### config.mk
export PLATFORM = sky130hd
export DESIGN_NAME = ad9854_reg_sched
export DESIGN_NICKNAME = d
export VERILOG_FILES = /design/src/rtl/ad9854_pkg.sv /design/src/rtl/ad9854_wr_timer.sv /design/src/rtl/ad9854_reg_sched.sv
export SDC_FILE = /design/constraint.sdc
export NUM_CORES = 1
export LEC_CHECK = 0
export ABC_AREA = 1
export BUFFER_PORTS_ARGS = -buffer_cell sky130_fd_sc_hd__clkbuf_2
export CORE_ASPECT_RATIO = 0.75
export CORE_UTILIZATION = 52
export DETAILED_ROUTE_END_ITERATION = 8
export PLACE_DENSITY = 0.78
export SETUP_SLACK_MARGIN = 0.2
export SKIP_CTS_REPAIR_TIMING = 1
export SYNTH_ARGS = -nofsm -noshare
export SYNTH_HDL_FRONTEND = slang
export SYNTH_SLANG_ARGS = --single-unit
### constraint.sdc
create_clock -name clk -period 1.9 [get_ports clk]
set_clock_uncertainty 0.15 [all_clocks]
set_input_delay 0.19 -clock clk [delete_from_list [all_inputs] [get_ports clk]]
set_output_delay 0.19 -clock clk [all_outputs]
set_load 0.02 [all_outputs]
### src/rtl/ad9854_pkg.sv
// Shared definitions for the AD9854 parallel-port register scheduler:
// scheduler states, register addresses and byte-selection helper.
package ad9854_pkg;

  typedef enum logic [2:0] {
    IDLE   = 3'd0,
    SETUP  = 3'd1,
    WR_LO  = 3'd2,
    WR_HI  = 3'd3,
    UPDATE = 3'd4
  } state_t;

  // Frequency tuning word 1 occupies 0x04..0x09, MSB first.
  localparam logic [5:0] ADDR_FREQ_BASE = 6'h04;
  // OSK multiplier: upper nibble at 0x21, low byte at 0x22.
  localparam logic [5:0] ADDR_AMP_HI    = 6'h21;
  localparam logic [5:0] ADDR_AMP_LO    = 6'h22;

  localparam logic [2:0] FREQ_BYTES = 3'd6;
  localparam logic [2:0] AMP_BYTES  = 3'd2;

  // Byte idx of a 48-bit word, counting from the most significant byte.
  function automatic logic [7:0] freq_byte(input logic [47:0] w, input logic [2:0] idx);
    logic [7:0] b;
    case (idx)
      3'd0:    b = w[47:40];
      3'd1:    b = w[39:32];
      3'd2:    b = w[31:24];
      3'd3:    b = w[23:16];
      3'd4:    b = w[15:8];
      default: b = w[7:0];
    endcase
    return b;
  endfunction

endpackage

### src/rtl/ad9854_wr_timer.sv
// Loadable down-counter used to time the write-strobe low/high phases and
// the I/O-update pulse. done is high while the count is zero, so loading N-1
// yields a phase that lasts N cycles.
module ad9854_wr_timer #(
  parameter int W = 8
) (
  input  logic         clk,
  input  logic         rst_n,
  input  logic         load,
  input  logic [W-1:0] load_val,
  output logic         done
);

  logic [W-1:0] cnt;

  // Load takes priority; otherwise count down and park at zero.
  always_ff @(posedge clk) begin
    if (!rst_n) begin
      cnt <= '0;
    end else if (load) begin
      cnt <= load_val;
    end else if (cnt != '0) begin
      cnt <= cnt - 1'b1;
    end
  end

  assign done = (cnt == '0);

endmodule

### src/rtl/ad9854_reg_sched.sv
// Round-robin scheduler that writes frequency (6 bytes) or OSK amplitude
// (2 bytes) updates to an AD9854 over its parallel port, then pulses udclk.
//
// Handshake: freq_req/amp_req are levels held by the requester until the
// matching one-cycle ack; the word is sampled on the grant cycle (the cycle
// before the ack is seen) and request/word changes afterwards are ignored
// until the scheduler is back in IDLE.
import ad9854_pkg::*;

module ad9854_reg_sched #(
  parameter int WR_LOW_CYC  = 2,
  parameter int WR_HIGH_CYC = 2,
  parameter int UD_CYC      = 4
) (
  input  logic        clk,
  input  logic        rst_n,
  input  logic        freq_req,
  input  logic [47:0] freq_word,
  output logic        freq_ack,
  input  logic        amp_req,
  input  logic [11:0] amp_word,
  output logic        amp_ack,
  output logic        busy,
  output logic [5:0]  pa,
  output logic [7:0]  pd,
  output logic        wr_n,
  output logic        udclk,
  output logic [2:0]  state_dbg
);

  localparam logic [7:0] LO_VAL = 8'(WR_LOW_CYC - 1);
  localparam logic [7:0] HI_VAL = 8'(WR_HIGH_CYC - 1);
  localparam logic [7:0] UD_VAL = 8'(UD_CYC - 1);

  state_t      state, next_state;
  logic [47:0] word;
  logic        is_amp;
  logic [2:0]  n_bytes;
  logic [2:0]  idx;
  logic        last_amp;
  logic        grant_freq, grant_amp;
  logic        tmr_load, tmr_done;
  logic [7:0]  tmr_val;
  logic        byte_next;

  ad9854_wr_timer #(.W(8)) u_timer (
    .clk      (clk),
    .rst_n    (rst_n),
    .load     (tmr_load),
    .load_val (tmr_val),
    .done     (tmr_done)
  );

  // State register plus the transaction context captured at grant.
  always_ff @(posedge clk) begin
    if (!rst_n) begin
      state    <= IDLE;
      word     <= '0;
      is_amp   <= 1'b0;
      n_bytes  <= '0;
      idx      <= '0;
      last_amp <= 1'b1;
      freq_ack <= 1'b0;
      amp_ack  <= 1'b0;
    end else begin
      state    <= next_state;
      freq_ack <= grant_freq;
      amp_ack  <= grant_amp;
      if (grant_freq) begin
        word     <= freq_word;
        is_amp   <= 1'b0;
        n_bytes  <= FREQ_BYTES;
        idx      <= '0;
        last_amp <= 1'b0;
      end else if (grant_amp) begin
        word     <= {36'd0, amp_word};
        is_amp   <= 1'b1;
        n_bytes  <= AMP_BYTES;
        idx      <= '0;
        last_amp <= 1'b1;
      end else if (byte_next) begin
        idx <= idx + 3'd1;
      end
    end
  end

  // Next-state logic: arbitration in IDLE, phase sequencing via the timer.
  always_comb begin
    next_state = state;
    grant_freq = 1'b0;
    grant_amp  = 1'b0;
    tmr_load   = 1'b0;
    tmr_val    = '0;
    byte_next  = 1'b0;
    case (state)
      IDLE: begin
        if (freq_req && (!amp_req || last_amp)) begin
          grant_freq = 1'b1;
          next_state = SETUP;
        end else if (amp_req) begin
          grant_amp  = 1'b1;
          next_state = SETUP;
        end
      end
      SETUP: begin
        tmr_load   = 1'b1;
        tmr_val    = LO_VAL;
        next_state = WR_LO;
      end
      WR_LO: begin
        if (tmr_done) begin
          tmr_load   = 1'b1;
          tmr_val    = HI_VAL;
          next_state = WR_HI;
        end
      end
      WR_HI: begin
        if (tmr_done) begin
          if (idx == n_bytes - 3'd1) begin
            tmr_load   = 1'b1;
            tmr_val    = UD_VAL;
            next_state = UPDATE;
          end else begin
            byte_next  = 1'b1;
            next_state = SETUP;
          end
        end
      end
      UPDATE: begin
        if (tmr_done) next_state = IDLE;
      end
      default: next_state = IDLE;
    endcase
  end

  // Port outputs decoded from state and the current byte index; zero in IDLE.
  always_comb begin
    pa    = '0;
    pd    = '0;
    busy  = (state != IDLE);
    wr_n  = (state != WR_LO);
    udclk = (state == UPDATE);
    if (state != IDLE) begin
      if (is_amp) begin
        pa = (idx == 3'd0) ? ADDR_AMP_HI : ADDR_AMP_LO;
        pd = (idx == 3'd0) ? {4'b0000, word[11:8]} : word[7:0];
      end else begin
        pa = ADDR_FREQ_BASE + {3'b000, idx};
        pd = freq_byte(word, idx);
      end
    end
  end

  assign state_dbg = state;

endmodule

After elaboration in Yosys (flattened, before gate mapping):

Cells that the tools add are included.

* add/sub/neg operators: 4
* equality and inequality tests: 14
* multiplexer cells: 38
* bitwise gates (word level): 1
* reductions and logical operators: 13

Operators with widths (number)
* $mux 48: 2
* $mux 8: 5
* $pmux 8 s5: 1
* $mux 3: 8
* $pmux 3 s5: 1
* $mux 1: 14
* $eq 3x2->1 const B: 4
* $mux 6: 2
* $logic_not 8->1: 1
* $reduce_bool 8->1: 1
* $sub 8x1->8 const B: 1
* $eq 3x1->1 const B: 2
* $eq 3x3->1 const B: 2
* $logic_not 3->1: 2
* $mux 2: 3
* $pmux 2 s3: 1
* $add 3x3->4 const A: 1
* $ne 2x2->1 const B: 2
* $reduce_and 4->1: 1
* $reduce_bool 2->1: 2
* $add 3x1->3 const B: 1
* $eq 3x3->1: 1
* $ne 3x2->1 const B: 1
* $ne 3x3->1 const B: 1
* 10 further kinds: 10

* bits in registers: 68
* input bits: 64
* logic and storage cells: 79

Logic depth before layout (Yosys ltp):

* depth in word-level cells: 7
* depth in mapped cells: 11

Modules after synthesis:

From an unflattened synthesis, not the netlist that was laid out.

* cell total of the unflattened synthesis: 455
* area, all modules: 3417.0 sq um

By module, submodules not included
* ad9854_reg_sched: times used 1, cells each 385, area each 2939.1 sq um, seq. area each 1201.2 sq um
* ad9854_wr_timer: times used 1, cells each 70, area each 478.0 sq um, seq. area each 160.2 sq um

Least setup slack after synthesis:

Ideal clock, no wire load.

* kind: register -> output
* start point: register idx[0]
* end point: output port pd[4]
* data arrival time: 1.725 ns
* slack: -0.165 ns
* stages on the path, launching flop included: 9
* buffers on the path: 0
* cells stage by stage: dfxtp_1 > inv_1 > ha_1 > inv_1 > nor2_1 > nand2_1 > nand3_1 > nor2_1 > a211oi_1

* cells in the longest elaborated chain, start to end: 4
* elaborated cells between the ends (all ways): 9
* classes of those cells: eq/ne: 4; mux: 4; reduce/logical: 1

Ends and longest elaborated chain
* start, declared: line ad9854_reg_sched.sv:39 `logic [2:0] idx;`
* start signal, assigned: line ad9854_reg_sched.sv:82 `idx <= idx + 3'd1;`
* $eq 3x3->1 (tied with other cells): line ad9854_pkg.sv:25 `case (idx)`
* $pmux 8 s5 or $mux 8 (tied branches): line ad9854_pkg.sv:25, ad9854_reg_sched.sv:146
* $mux 8 *: line ad9854_reg_sched.sv:144 `if (is_amp) begin`
* $mux 8 *: line ad9854_reg_sched.sv:143 `if (state != IDLE) begin`
* end, declared: line ad9854_reg_sched.sv:25 `output logic [7:0] pd,`

Every way passes the cells marked *; elsewhere a longest branch is shown, timed or not.

Worst setup path after layout:

* start point: register idx[0]
* end point: output port pd[6]

The elaborated chain is that of the path after synthesis.

==> flow_metrics.py <==
metrics = {
    "finish": {
        "nFillCells": 300,
        "most-common-layout-cells": "125 x nand2_1, 71 x clkbuf_2, 62 x dfxtp_1, 57 x dlygate4sd3_1, 42 x inv_1",
        "antenna_cells": 0,
        "final_nets": 715,
        "areaGrowthSynthToFinish_pct": 59.04,
        "drive_gt1_share_pct": 34.67,
        "final_common_cell": "nand2_1",
        "design_area_um2": 5456,
    },
    "setup_path": {
        "slowest_stage": "dfxtp_4",
        "cp_data_arrival_time_ps": 2040,
        "cp-start-kind": "flip-flop",
        "r2r_start": "u_timer.cnt[4]",
        "critPathMaxStageDelay_ps": 380,
        "crit_buf_inv": 3,
        "crit_fanout": 6,
        "end_kind": "output port",
        "cp_top_family": "flip-flops",
        "crit_chain": "ha_4 -> ha_4 -> inv_8 -> nand3_4 -> nor2_4 -> buf_6 -> a21oi_1 -> a211oi_4 -> buf_6",
        "critPathLaunch": "idx[0]",
        "crit_required_ps": 1560,
        "worst-setup-path-type": "reg2out",
    },
    "synth": {
        "yosysSeqAreaShare_pct": 39.68,
        "yosys_warnings": 0,
        "synth_largest_area_cell": "dfxtp_1",
        "netlist.area_leader.share_pct": 39.68,
        "netlist_instances": 471,
        "avgSynthCellArea_um2": 7.284,
        "synth-seq-cells": 68,
        "synth_area_um2": 3431,
        "synthDistinctLibCells": 39,
        "synthTopCellsByArea": "dfxtp_1 40%, nand2_1 14%, inv_1 5.8%, o21ai_0 5.0%, nor2_1 4.2%",
        "syn-num-nets": 542,
    },
    "min_path": {
        "hp-start": "freq_word[1]",
        "hp-class": "in2reg",
    },
    "power_and_ir_drop": {
        "switchingPower_mw": 3.526,
        "power_frac_clock_pct": 17.9,
        "p_sw_share_pct": 44.97,
        "intPower_mw": 4.314,
        "combPwrFrac_pct": 53.6,
        "ir_drop_uv": 852.6,
        "p_per_area_nw_per_um2": 1437,
        "p_leak_nw": 2.397,
        "share_seq_of_total_power_pct": 28.4,
    },
    "route": {
        "drt-total-wl_mm": 13.17,
        "avgViaCountPerCell": 5.655,
        "wl_per_cell_um": 18.04,
        "postRouteAntennaNets": 0,
        "vias": 4128,
        "firstDrtPassIters": 5,
        "drtIter0Drc": 363,
        "route.detailed.drc": 0,
    },
    "flow_run": {
        "drv_cap": 0,
    },
    "outcome": {
        "violations": "negative hold slack, negative setup slack",
        "status": "finished with violations",
    },
    "floorplan": {
        "chipHeight_um": 72.35,
        "dieArea_um2": 6930,
        "coreArea_um2": 6350,
        "pin_count": 86,
        "die_w_um": 95.79,
        "rows": 25,
        "initial_core_util_pct": 54.03,
    },
    "clock_network": {
        "cts_tree": "done",
        "numCtsBuffers": 9,
        "ctsLongestPathBuffers": 2,
        "clk-insertion-delay-late_ps": 360,
        "ctsHtreeMaxLevel": 3,
        "cts_sinks": 68,
        "clk_pin_slew_ps": 80,
        "root_buffer": "clkbuf_8",
    },
    "global_routing": {
        "track_usage_pct": 26.80,
        "antenna_found_initial": 0,
        "grt_start_max_net_pins": 38,
        "grt_pass1_vias": 3095,
        "grt_pass1_wl_mm": 14.17,
        "grt.overflow.total": 0,
    },
    "placed_design": {
        "io_buffers": 84,
        "place.gp.congestion": 0.9123,
        "place_area_um2": 4106,
        "hpwl_mm": 6.556,
    },
    "timing": {
        "final.setup.tns_ps": -3852,
        "post-route-min-period_ps": 2379,
        "setup_violations": 10,
        "period_share_pct": 125.2,
        "finalWorstSetupSlack_ps": -479.2,
        "hold-worst-slack_ps": -9.325,
        "drv_slew": 0,
        "final-hold-violation-count": 3,
        "fmax_mhz": 420.3,
        "rsz0062_at_grt": "true",
    },
}
-- synthesized netlist by cell type, drive strengths merged --
cell    count
nor2       43
nand2     135
nand4       5
conb        1
inv        59
o22ai      14
dfxtp      68
nor3       10
nand3      17
a31oi       7
a211oi      4
clkinv      1
clkbuf      4
o21ai      40
ha          7
buf        16
a21oi      22
o21bai      1
xor2        4
xnor2       2
o211ai     11
-- through the flow --
| step | instances | util [%] | hold WS, ps | total power [mW] | setup WS [ps] |
|---|---|---|---|---|---|
| 6_report | 730 | 85.93 | -9.325 | 7.840 | -479.2 |
| 4_1_cts | 652 | 68.35 | -124.4 | 6.626 | -574.8 |
| 3_5_place_dp | 636 | 64.67 | 242.5 | 5.223 | -122.8 |
| 2_1_floorplan | 471 | - | 150.2 | 4.519 | 133.5 |
| 5_1_grt | 730 | 85.93 | -8.068 | 8.150 | -529.3 |
| 3_3_place_gp | 636 | 64.67 | 238.6 | 5.146 | -112.5 |
-- sequential cells by signal, summed over array words and instances, names as in the netlist --
name	flops
n_bytes	2
state_dbg	3
freq_ack	1
amp_ack	1
idx	3
word	48
last_amp	1
is_amp	1
u_timer.cnt	8
-- worst min-delay path, delay by kind of cell --
kind            cells  cell delay (ps)
buf+inv             1               70
compound gates      2              190
-- cells by family (layout without fill, tap and decap cells) --
kind of cell	after synthesis	count (layout)	synth area share [%]
buffers and inverters	80	258	11.30
AND/OR/NAND/NOR	210	210	26.66
adder cells (fa/ha/maj)	7	7	2.553
AO/OA/AOI/OAI	99	99	18.16
other	1	1	0.1093
flip-flops	68	68	39.68
XOR/XNOR	6	6	1.532
-- path summary, 6_finish.rpt --
check	depth (start not counted)	slack, ps	endpoint
hold / removal	3	-9	word[1]
setup reg to reg	7	120	idx[0]
hold reg to reg	2	320	word[33]
setup / recovery	9	-480	pd[6]
-- final cells by class --
| class | instances | area [um^2] | share of cell area, % |
|---|---|---|---|
| multi-input cells | 323 | 1974 | 36.18 |
| repair buffers | 181 | 1485 | 27.22 |
| flip-flops and latches | 68 | 1379 | 25.27 |
| inverters | 60 | 266.5 | 4.884 |
| clock buffers | 11 | 151.4 | 2.775 |
| well taps | 81 | 101.3 | 1.857 |
| clock inverters | 5 | 82.58 | 1.513 |
| repair inverters | 1 | 16.27 | 0.2981 |
-- per-layer routing --
layer / part of all wire (%) / global-route usage (%)
met1: 39 / 37.20
met2: 47 / 40.24
met3: 8.7 / 7.757
met4: 4.6 / 8.126
met5: 0 / 0
-- power by group through the flow --
stage               Sequential [mW]  Clock (mW)  Combinational, mW
floorplan                      2.14           0               2.38
global placement               2.16           0               2.98
detailed placement             2.18           0               3.05
CTS                            2.15        1.39               3.08
global route                   2.25        1.46               4.44
finish                         2.23        1.41               4.20
Power figures use the tool's default switching activity.
